<file path="src/rtl/prog_loader.sv">
// Framed byte-stream loader that writes 16-bit words into program memory while holding the CPU in reset.
// Optional trailing XOR checksum byte enabled by defining PROG_LOADER_CHECKSUM_EN.
module prog_loader #(
    parameter int unsigned ADDR_W    = 12,
    parameter int unsigned DEPTH     = 4096,
    parameter int unsigned BASE_ADDR = 0
) (
    input  logic              CLOCK_50,
    input  logic              reset,
    input  logic              load_start,
    input  logic              in_valid,
    input  logic [7:0]        in_data,
    output logic              in_ready,
    output logic              mem_we,
    output logic [ADDR_W-1:0] mem_addr,
    output logic [15:0]       mem_data,
    output logic              cpu_hold,
    output logic              busy,
    output logic              done,
    output logic              err,
    output logic [ADDR_W:0]   words_loaded
);

    typedef enum logic [3:0] {
        IDLE, LEN_HI, LEN_LO, DAT_HI, DAT_LO, WRITE, FIN, DONE, ERR
    } state_t;

    localparam int unsigned MAX_WORDS = DEPTH - BASE_ADDR;

    state_t      state, state_next;
    logic        xfer;
    logic [15:0] len_word;
    logic [15:0] len_in;
    logic [7:0]  hi_byte;
`ifdef PROG_LOADER_CHECKSUM_EN
    logic [7:0]  csum;
`endif

    assign xfer     = in_valid & in_ready;
    assign len_in   = {len_word[15:8], in_data};
    assign busy     = (state != IDLE);
    assign cpu_hold = busy;
    assign done     = (state == DONE);
    assign mem_addr = ADDR_W'(BASE_ADDR) + words_loaded[ADDR_W-1:0];

    always_ff @(posedge CLOCK_50) begin
        if (reset) state <= IDLE;
        else       state <= state_next;
    end

    always_comb begin
        state_next = state;
        in_ready   = 1'b0;
        mem_we     = 1'b0;
        case (state)
            IDLE: if (load_start) state_next = LEN_HI;
            LEN_HI: begin
                in_ready = 1'b1;
                if (in_valid) state_next = LEN_LO;
            end
            LEN_LO: begin
                in_ready = 1'b1;
                if (in_valid) begin
                    if (32'(len_in) > MAX_WORDS) state_next = ERR;
                    else if (len_in == 16'd0)    state_next = FIN;
                    else                         state_next = DAT_HI;
                end
            end
            DAT_HI: begin
                in_ready = 1'b1;
                if (in_valid) state_next = DAT_LO;
            end
            DAT_LO: begin
                in_ready = 1'b1;
                if (in_valid) state_next = WRITE;
            end
            WRITE: begin
                mem_we = 1'b1;
                if (32'(words_loaded) + 32'd1 == 32'(len_word)) state_next = FIN;
                else                                           state_next = DAT_HI;
            end
            FIN: begin
`ifdef PROG_LOADER_CHECKSUM_EN
                in_ready = 1'b1;
                if (in_valid) state_next = (in_data == csum) ? DONE : ERR;
`else
                state_next = DONE;
`endif
            end
            DONE:    state_next = IDLE;
            ERR:     state_next = IDLE;
            default: state_next = IDLE;
        endcase
    end

    always_ff @(posedge CLOCK_50) begin
        if (reset) begin
            len_word     <= '0;
            hi_byte      <= '0;
            mem_data     <= '0;
            words_loaded <= '0;
            err          <= 1'b0;
`ifdef PROG_LOADER_CHECKSUM_EN
            csum         <= '0;
`endif
        end else begin
            case (state)
                IDLE: if (load_start) begin
                    err          <= 1'b0;
                    words_loaded <= '0;
`ifdef PROG_LOADER_CHECKSUM_EN
                    csum         <= '0;
`endif
                end
                LEN_HI: if (xfer) len_word[15:8] <= in_data;
                LEN_LO: if (xfer) len_word[7:0]  <= in_data;
                DAT_HI: if (xfer) hi_byte        <= in_data;
                DAT_LO: if (xfer) mem_data       <= {hi_byte, in_data};
                WRITE:  words_loaded <= words_loaded + 1'b1;
                default: ;
            endcase
            if (state_next == ERR) err <= 1'b1;
`ifdef PROG_LOADER_CHECKSUM_EN
            // checksum covers every frame byte except the checksum byte itself
            if (xfer && state != FIN) csum <= csum ^ in_data;
`endif
        end
    end

endmodule

</file>
<file path="config.mk">
export PLATFORM = sky130hd
export DESIGN_NAME = prog_loader
export DESIGN_NICKNAME = d
export VERILOG_FILES = /design/src/rtl/prog_loader.sv
export SDC_FILE = /design/constraint.sdc
export NUM_CORES = 1
export LEC_CHECK = 0
export ABC_AREA = 1
export CELL_PAD_IN_SITES_DETAIL_PLACEMENT = 2
export CELL_PAD_IN_SITES_GLOBAL_PLACEMENT = 2
export CORE_MARGIN = 2
export CORE_UTILIZATION = 30
export CTS_CLUSTER_SIZE = 25
export DETAILED_ROUTE_END_ITERATION = 6
export PLACE_DENSITY = 0.85
export SETUP_SLACK_MARGIN = 0.15
export SLEW_MARGIN = 5
export SYNTH_ARGS = -nofsm -noshare
export SYNTH_HDL_FRONTEND = slang
export SYNTH_SLANG_ARGS = --single-unit
</file>
<file path="constraint.sdc">
create_clock -name CLOCK_50 -period 2.7 [get_ports CLOCK_50]
set_input_delay 0.27 -clock CLOCK_50 [delete_from_list [all_inputs] [get_ports CLOCK_50]]
set_output_delay 0.27 -clock CLOCK_50 [all_outputs]
set_load 0.02 [all_outputs]
</file>
* Yosys cells after proc, flatten, opt, wreduce, memory -nomap -nowiden
Cells that the tools add are included. W data, S select, Z words.
Storage, ports and cells: flip-flop bits (word level) 58, latch bits 0, memory bits (writable) 0, memory bits (read-only) 0, input port bits 12, output and inout bits 47, word-level logic and storage cells 50, memories kept 0
Cells by class: $add $sub $neg 2, multipliers 0, div/mod/pow operators 0, $lt $le $gt $ge 1, equality and inequality tests 10, shift operators 0, muxes and demuxes 16, bitwise logic cells 1, reductions and logical operators 13
Operators with widths (number):
- $pmux W4 S7 | 1
- $pmux W13 S2 | 1
- $mux W4 | 6
- $eq A14 B16 Y1 | 1
- $eq A4 B3 Y1 const B | 4
- $gt A16 B13 Y1 const B | 1
- $logic_not A16 Y1 | 1
- $add A13 B1 Y14 const B | 1
- $add A13 B1 Y13 const B | 1
- $mux W13 | 1
- $reduce_and A2 Y1 | 6
- $eq A4 B2 Y1 const B | 2
- $mux W3 | 2
- $reduce_bool A2 Y1 | 3
- $mux W1 | 5
- $eq A4 B1 Y1 const B | 1
- $eq A4 B4 Y1 const B | 1
- $logic_not A4 Y1 | 1
- $reduce_bool A4 Y1 | 1
- $reduce_or A4 Y1 | 1
- $ne A2 B2 Y1 const B | 1
- $and A1 B1 Y1 | 1

* Depth between registers and ports, before layout
Gate-level depths: netlist (run 1).
depth in word-level cells 8, depth in mapped cells 14, gate-level depth less buffers 14

* Worst setup path after synthesis (run 1)
OpenSTA, ideal clock, no wires.
path type reg2reg, from register words_loaded[0], to register state[0], setup time 132 ps, arrival time 1657 ps, data required time 2568 ps, path slack 910 ps, stages on the path, launching flop included 15, buffers on the path 0, clock period less this slack 1790 ps, path through dfxtp_1 ha_1 nand2_2 nor2_4 nand2_2 nand2_1 nand2_1 nand2_1 nand2_1 nor2_1 nand2_1 nor2_2 nand2_1 nand2_1 a21oi_1
Between the ends: word-level cells in the longest chain between the ends 4
Ends and longest elaborated chain:
- from (decl) | line 21 | output logic [ADDR_W:0] words_loaded
- from (signal assigned) | line 119 | WRITE: words_loaded <= words_loaded + 1'b1;
- $add A13 B1 Y14 | line 79 | if (32'(words_loaded) + 32'd1 == 32'(len_word)) state_next = FIN;
- $eq A14 B16 Y1 | line 79
- $mux W3 | line 79
- $pmux W4 S7 | line 55 | case (state)
- to (signal assigned) | line 48 | else state <= state_next;
- to (decl) | line 30 | state_t state, state_next;
Every way passes these cells. A chain may end at the register's enable or synchronous reset.

* Worst setup path in the final report (run 1)
from register state[2], to output port mem_we
Between the ends: word-level cells in the longest chain between the ends 2
Ends and longest elaborated chain:
- $eq A4 B3 Y1 | line 55
- $mux W1 | line 55
- to (decl) | line 14 | output logic mem_we,
Every way passes these cells.

==> impl_metrics.toml, run 1 <==
[power]
power.internal_mw = 1.48
p_per_area_nw_per_um2 = 536
swShare_pct = 27.5
p_seq_share_pct = 43.7
p_sw_mw = 0.561
cellLeakagePower_nw = 1.38
ir_drop_mv = 0.290
p_comb_share_pct = 10.5
power_frac_clock_pct = 45.8

[die]
initial_core_util_pct = 30.5
dieArea_um2 = 10600
std_cell_rows = 36
die_x_um = 103
die_y_um = 103
ios = 59
core_area_um2 = 9640

[worst_setup_path]
critPathCaptureType = "primary output"
cp_data_arrival_time_ps = 2020
startpoint_type = "flip-flop"
critPathRequiredTime_ps = 2430
worst-setup-path-type = "reg2out"
cp_max_fo = 4
worst-r2r-setup-slack_ps = 580

[sta]
drv_slew = 0
finalCriticalPeriod_ps = 2290
fmaxAchievable_mhz = 437
fin_crit_sh_pct = 84.8
clock_skew_ps = 9.56
grt_setup_unrepaired = "false"
setup_viol_count_final = 0
slew_headroom_pct = 40.7
worstMarginPinSlew_ps = 888
finalHoldViolations = 0
finalSetupTns_ps = 0

[finish]
drive_gt1_share_pct = 7.51
final_common_cell = "nand2_1"
antenna_cells = 0
multi_input_area_um2 = 1410
syn_to_final_growth_pct = 29.4
final_cell_mix = "nand2_1 (106), a21oi_1 (58), dfxtp_1 (58), clkdlybuf4s50_1 (58), inv_1 (55)"
fin_nets = 501
final_area_um2 = 3800
fillers = 1190
seqCellArea_um2 = 1160

[global_route]
grt_util_all_layers_pct = 20.9
grt_pass1_vias = 3399
globalRouteOverflowTotal = 0
antenna_found_initial = 0
grt_max_degree = 35
grt_pass1_wl_um = 17000

[clock_tree]
cts_max_path_buffers = 2
cts_tree = "built"
cts.sinks = 58
post_cts_resized = 0
post_cts_buffers = 0
clk_pin_slew_ps = 80
numCtsBuffers = 9
cts.htree.levels = 3
cts_hold_buf = 0
clk_latency_ps = 350
cts-root-buf = "clkbuf_8"

[logic_synthesis]
postSynthAreaPerCell_um2 = 6.66
synth_fp_nets = 454
yosysWarnings = 0
ys_types = 23
netlist_area_um2 = 2940
netlist_instances = 441
ys_ff_latch = 58
synth_seq_area_share_pct = 39.6

[routing]
viasPerCell = 5.02
ant_nets = 0
drc = 0
vias = 3141
wl_um = 10300
first_pass_iters = 4
wire_per_inst_um = 16.5
drtIter0Drc = 65

[placement]
place_area_um2 = 3570
dp_hpwl_um = 7380
portBuffers = 58
place.gp.congestion = 0.852

[job]
drv_cap = 0

[hold_path]
hold_path.class = "reg2reg"

[run_status]
outcome = "completed"
-- worst max-delay path: stages (launching register included) --
cell and delay (ps):
dfxtp_1 360, inv_1 60, nor2_1 220, inv_1 150, nor3_4 220, clkdlybuf4s50_1 660
-- cells by family (layout without fill, tap and decap cells) --
group,count (synthesis),after routing,synth area share [%]
buffers and inverters,83,135,12.4
AOI/OAI and AO/OA,97,97,16.8
adders and majority gates,1,1,0.426
DFF,58,58,39.6
and+or+nand+nor,202,202,30.9
-- Yosys cell counts (all sizes together) --
| master | count | area, µm² |
|---|---|---|
| nand2 | 111 | 429 |
| a21oi | 58 | 290 |
| dfxtp | 58 | 1160 |
| inv | 55 | 206 |
| nand3 | 42 | 210 |
| nor2 | 38 | 178 |
| o21ai | 38 | 194 |
| buf | 16 | 111 |
| clkbuf | 12 | 45.0 |
| nand3b | 4 | 30.0 |
| nand4 | 4 | 25.0 |
| ha | 1 | 12.5 |
| nor3 | 1 | 16.3 |
| nor4 | 1 | 12.5 |
| o211ai | 1 | 7.51 |
| or2 | 1 | 6.26 |
-- metrics by stage --
| stage | hold WS [ps] | util [%] | power (mW) | cells | setup WS (ps) |
|---|---|---|---|---|---|
| 2_1_floorplan | 429 | - | 1.03 | 441 | 910 |
| 3_3_place_gp | 433 | 37.0 | 1.11 | 610 | 648 |
| 3_5_place_dp | 442 | 37.0 | 1.12 | 610 | 586 |
| 4_1_cts | 457 | 39.4 | 2.06 | 626 | 408 |
| 5_1_grt | 474 | 39.4 | 2.13 | 626 | 356 |
| 6_report | 452 | 39.4 | 2.04 | 626 | 411 |
-- area by class of cell --
type	count	area share, %
Timing Repair Buffer	64	16.5
Tap cell	133	4.38
Inverter	55	5.44
Clock buffer	9	3.26
Sequential cell	58	30.6
Clock inverter	7	2.70
Multi-Input combinational cell	300	37.2
-- power by group through the flow --
stage / logic, mW / registers (mW) / clock network [mW]
floorplan: 0.127 / 0.906 / 0
global placement: 0.202 / 0.906 / 0
detailed placement: 0.212 / 0.908 / 0
CTS: 0.217 / 0.889 / 0.952
global route: 0.238 / 0.891 / 0.996
finish: 0.214 / 0.889 / 0.933
-- layer usage --
metal / wire length, µm / up-vias / track usage (%) / part of all wire, %
met5: 0 / - / 0 / 0
met4: 170 / 0 / 6.58 / 1.6
met3: 295 / 16 / 4.47 / 2.9
met2: 5360 / 59 / 38.0 / 52
met1: 4520 / 1555 / 24.4 / 44
li1: - / 1511 / - / -
-- registers in the layout, summed over array words and instances (netlist names) --
register      count
len_word         16
mem_data         16
words_loaded     13
hi_byte           8
state             4
err               1
-- path summary, 6_finish.rpt --
check             cells past startpoint                         start                         to
setup / recovery                      5           state[2]$_SDFF_PP0_                     mem_we
hold / removal                        2     mem_data[11]$_SDFFE_PP0P_  mem_data[11]$_SDFFE_PP0P_
setup reg to reg                     12  words_loaded[0]$_SDFFE_PP0P_        state[0]$_SDFF_PP0_
hold reg to reg                       2     mem_data[11]$_SDFFE_PP0P_  mem_data[11]$_SDFFE_PP0P_
No activity file was read; power rests on OpenSTA's default activity.
==> inputs of run 2 (changes only) <==
CORE_UTILIZATION = 25   (was 30)
PLACE_DENSITY = 0.76   (was 0.85)
clock period = 2 ns   (was 2.7 ns; I/O delays follow)
==> impl_metrics.toml, run 2 (synthesis results as in run 1) <==
[placement]
place_area_um2 = 3710
portBuffers = 58
dp_hpwl_um = 7870
pre_cts_ws_ps = 101
place.gp.congestion = 0.794
dp.cells = 637

[clock_tree]
clk_pin_slew_ps = 60
cts-root-buf = "clkbuf_16"
numCtsBuffers = 9
cts_tree = "built"
cts.htree.levels = 3
cts_max_path_buffers = 2
cts_hold_buf = 0
clk_latency_ps = 340
cts.sinks = 58

[global_route]
grt_util_all_layers_pct = 17.4
grt_max_degree = 35
grt_pass1_vias = 3396
globalRouteOverflowTotal = 0
grt_pass1_wl_um = 17200
antenna_found_initial = 0

[die]
core_area_um2 = 11400
dieArea_um2 = 12600
die_y_um = 112
ios = 59
std_cell_rows = 39
die_x_um = 112
initial_core_util_pct = 25.7

[sta]
fin_ws_ps = 201
clock_skew_ps = 8.97
finalSetupTns_ps = 0
hold_slack_ps = 447
setup_viol_count_final = 0
grt_setup_unrepaired = "true"
finalHoldViolations = 0
finalCriticalPeriod_ps = 1800
fmaxAchievable_mhz = 556
fin_crit_sh_pct = 90.0
slew_headroom_pct = 72.7
drv_slew = 0
worstMarginPinSlew_ps = 408

[finish]
syn_to_final_growth_pct = 39.5
final_common_cell = "nand2_1"
drive_gt1_share_pct = 17.0
final_cell_mix = "nand2_1 (95), a21oi_1 (58), inv_1 (55)"
fin_nets = 521
top_regs = "len_word (16), mem_data (16), words_loaded (13)"
post-route-util_pct = 35.9
finalNonFillerCells = 656
antenna_cells = 0
final_area_um2 = 4100

[hold_path]
hold_path.class = "reg2reg"

[routing]
ant_nets = 0
first_pass_iters = 4
wl_um = 10800
vias = 3147
wire_per_inst_um = 16.4
drc = 0
drtIter0Drc = 94
viasPerCell = 4.80

[worst_setup_path]
cpMostUsedCell = "nand2_2"
slowest_stage = "dfxtp_2"
worst-setup-path-type = "reg2reg"
cp_max_fo = 4
critPathRequiredTime_ps = 2210
cp_data_arrival_time_ps = 2000
startpoint_type = "flip-flop"
critPathCaptureType = "flip-flop"
critical_path.cell_chain = "ha_4 > nand2_4 > nor2_4 > nand2_2 > nand2_1 > nand2_2 > nand2_2 > nand2_2 > nor2_2 > nand2_2 > nor2_4 > nand2_1 > nand2_1 > a21oi_1"
slowest_delay_ps = 350

[run_status]
outcome = "completed"

[power]
cellLeakagePower_nw = 1.55
p_per_area_nw_per_um2 = 723
finalPower_mw = 2.96
ir_drop_mv = 0.372

[job]
drv_cap = 0
-- run 2: cell types whose count changed in the layout (fill, tap and decap cells not counted), moves of 6 or more --
| cell | previous run | this run |
|---|---|---|
| buf_4 | 6 | 25 |
| clkbuf_16 | 0 | 9 |
| clkbuf_8 | 9 | 0 |
| dfxtp_1 | 58 | 48 |
| dfxtp_2 | 0 | 10 |
| nand2_1 | 106 | 95 |
| nand2_2 | 5 | 14 |
| nor2_1 | 32 | 26 |
-- run 2: worst max-delay path: cells and delay by family (launching register included) --
| kind | cells | cell delay (ps) |
|---|---|---|
| AOI/OAI and AO/OA | 1 | 60 |
| adders and majority gates | 1 | 160 |
| DFF | 1 | 350 |
| and+or+nand+nor | 12 | 1110 |
-- run 2: layer usage --
| metal | GRT usage [%] | wire length, µm |
|---|---|---|
| met5 | 0 | 0 |
| met4 | 5.61 | 163 |
| met3 | 4.43 | 386 |
| met2 | 31.6 | 5440 |
| met1 | 19.9 | 4770 |
-- run 2: final cells by class --
type	instances	area (µm²)
fill	1406	7320
timing repair buffer	84	774
clock inverter	6	42.5
clock buffer	10	229
tap	143	179
sequential	58	1170
multi-input combinational	300	1490
inverter	55	206
-- run 2: power breakdown --
| group | internal, mW | switching [mW] |
|---|---|---|
| Clock | 0.840 | 0.604 |
| Combinational | 0.115 | 0.198 |
| Sequential | 1.18 | 0.0192 |
-- run 2: final timing paths --
path	end	startpoint	cells after the start	slack (ps)
worst max-delay path	state[0]$_SDFF_PP0_	words_loaded[1]$_SDFFE_PP0P_	14	200
worst min-delay path	mem_data[7]$_SDFFE_PP0P_	mem_data[7]$_SDFFE_PP0P_	2	450
worst max register to register	state[0]$_SDFF_PP0_	words_loaded[1]$_SDFFE_PP0P_	14	200
worst min register to register	mem_data[7]$_SDFFE_PP0P_	mem_data[7]$_SDFFE_PP0P_	2	450
-- run 2: what timing repair did --
action | in CTS | in global routing
endpoints found under the hold margin | 0 | 0
setup endpoints to repair | 10 | 7
pin swaps | 0 | 11
cloned | 0 | 0
resized for setup | 6 | 35
buffers inserted | 0 | 3
==> inputs of run 3 (changes only) <==
--- a/config.mk
+++ b/config.mk
@@ -9,5 +9,4 @@
 export CELL_PAD_IN_SITES_DETAIL_PLACEMENT = 2
 export CELL_PAD_IN_SITES_GLOBAL_PLACEMENT = 2
-export CORE_MARGIN = 2
 export CORE_UTILIZATION = 25
 export CTS_CLUSTER_SIZE = 25
==> constraint.sdc (replaced) <==
create_clock -name CLOCK_50 -period 2 [get_ports CLOCK_50]
set_input_delay 0.4 -clock CLOCK_50 [delete_from_list [all_inputs] [get_ports CLOCK_50]]
set_output_delay 0.4 -clock CLOCK_50 [all_outputs]
set_load 0.02 [all_outputs]
==> impl_metrics.toml, run 3 (synthesis results as in run 1) <==
[finish]
syn_to_final_growth_pct = 41.6
fin_nets = 524
fillers = 1329
final_area_um2 = 4160
antenna_cells = 0
drive_gt1_share_pct = 18.4
finalNonFillerCells = 659
top_regs = "len_word (16), mem_data (16), words_loaded (13)"
final_cell_mix = "nand2_1 (98), a21oi_1 (57), inv_1 (54)"
final_common_cell = "nand2_1"

[die]
die_x_um = 110
std_cell_rows = 39
ios = 59
dieArea_um2 = 12200
core_area_um2 = 11400
initial_core_util_pct = 25.7
die_y_um = 110

[worst_setup_path]
rr_worst_depth = 11
worst-setup-path-type = "reg2out"
critPathRequiredTime_ps = 1600
critPathCaptureType = "primary output"
r2r_start = "words_loaded[1]$_SDFFE_PP0P_"
reg2reg_to = "state[2]$_SDFF_PP0_"
startpoint_type = "flip-flop"
worst-r2r-setup-slack_ps = 210
cp_max_fo = 5
cp-endpoint = "mem_addr[1]"
startpoint = "words_loaded[1]$_SDFFE_PP0P_"
cp_data_arrival_time_ps = 1420

[power]
cellLeakagePower_nw = 1.71
p_per_area_nw_per_um2 = 719
ir_drop_mv = 0.410
finalPower_mw = 2.99

[sta]
clock_skew_ps = 7.72
slew_headroom_pct = 68.3
setup_viol_count_final = 0
worstMarginPinSlew_ps = 475
hold_slack_ps = 449
fmaxAchievable_mhz = 549
finalCriticalPeriod_ps = 1820
grt_setup_unrepaired = "true"
fin_crit_sh_pct = 91.1
finalHoldViolations = 0
drv_slew = 0

[routing]
vias = 3150
ant_nets = 0
first_pass_iters = 4
viasPerCell = 4.78
wl_um = 11000
drc = 0
drtIter0Drc = 64
wire_per_inst_um = 16.6

[hold_path]
hold_path.class = "reg2reg"

[clock_tree]
clk_latency_ps = 330
clk_pin_slew_ps = 60
cts.htree.levels = 3
numCtsBuffers = 9
cts_max_path_buffers = 2
cts.sinks = 58
cts_tree = "built"
cts-root-buf = "clkbuf_16"

[placement]
place.gp.congestion = 0.826
dp_hpwl_um = 7740
portBuffers = 58
place_area_um2 = 3720
dp.cells = 636

[global_route]
grt_max_degree = 35
grt_pass1_vias = 3342
globalRouteOverflowTotal = 0
grt_pass1_wl_um = 17000
grt_util_all_layers_pct = 18.8
antenna_found_initial = 0

[job]
drv_cap = 0

[run_status]
outcome = "completed"
run 3: repair_timing:
action,4_1_cts,5_1_grt
setup endpoints to repair,22,29
cloned,0,1
pin swaps,1,14
hold buffers,0,0
buffers inserted,1,5
gates resized for setup,27,45
run 3: final cells by class:
type	count	area [µm²]	area share, %
inverters	55	210	5.06
clock buffers	10	239	5.75
flip-flops and latches	58	1170	28.3
repair inverters	1	7.51	0.181
multi-input cells	300	1500	36.1
clock inverters	6	41.3	0.994
repair buffers	86	805	19.4
well taps	143	179	4.31
run 3: routing by layer:
metal	up-vias	global-route usage (%)	wire, µm
met5	-	0	0
met4	0	4.79	153
met3	12	5.23	451
met2	65	35.4	5660
met1	1523	20.5	4690
li1	1550	-	-
run 3: worst min path at each step:
| stage | start | end | slack [ps] | depth (start not counted) |
|---|---|---|---|---|
| finish | mem_data[8]$_SDFFE_PP0P_ | mem_data[8]$_SDFFE_PP0P_ | 450 | 2 |
| global route | mem_data[8]$_SDFFE_PP0P_ | mem_data[8]$_SDFFE_PP0P_ | 460 | 2 |
| CTS | mem_data[8]$_SDFFE_PP0P_ | mem_data[8]$_SDFFE_PP0P_ | 450 | 2 |
| detailed placement | mem_data[8]$_SDFFE_PP0P_ | mem_data[8]$_SDFFE_PP0P_ | 440 | 2 |
| global placement | mem_data[2]$_SDFFE_PP0P_ | mem_data[2]$_SDFFE_PP0P_ | 430 | 2 |
| floorplan | len_word[15]$_SDFFE_PP0P_ | len_word[15]$_SDFFE_PP0P_ | 430 | 2 |
run 3: critical path, cell delays in order, from the launching register on:
cell	delay, ps
dfxtp_2	350
buf_4	140
clkdlybuf4s50_1	600
run 3: through the flow:
| stage | TNS, ps | setup WS (ps) | utilization [%] |
|---|---|---|---|
| 6_report | 0 | 179 | 36.4 |
| 2_1_floorplan | 0 | 210 | - |
| 4_1_cts | 0 | 72.0 | 35.0 |
| 3_5_place_dp | -240 | -94.4 | 32.5 |
| 5_1_grt | 0 | 74.7 | 36.4 |
| 3_3_place_gp | 0 | 9.92 | 32.5 |
run 3: where the power goes:
part,internal (mW),leakage (nW),switching [mW]
logic,0.115,1.11,0.204
clock network,0.871,0.131,0.597
registers,1.18,0.474,0.0184
total,2.17,1.71,0.820
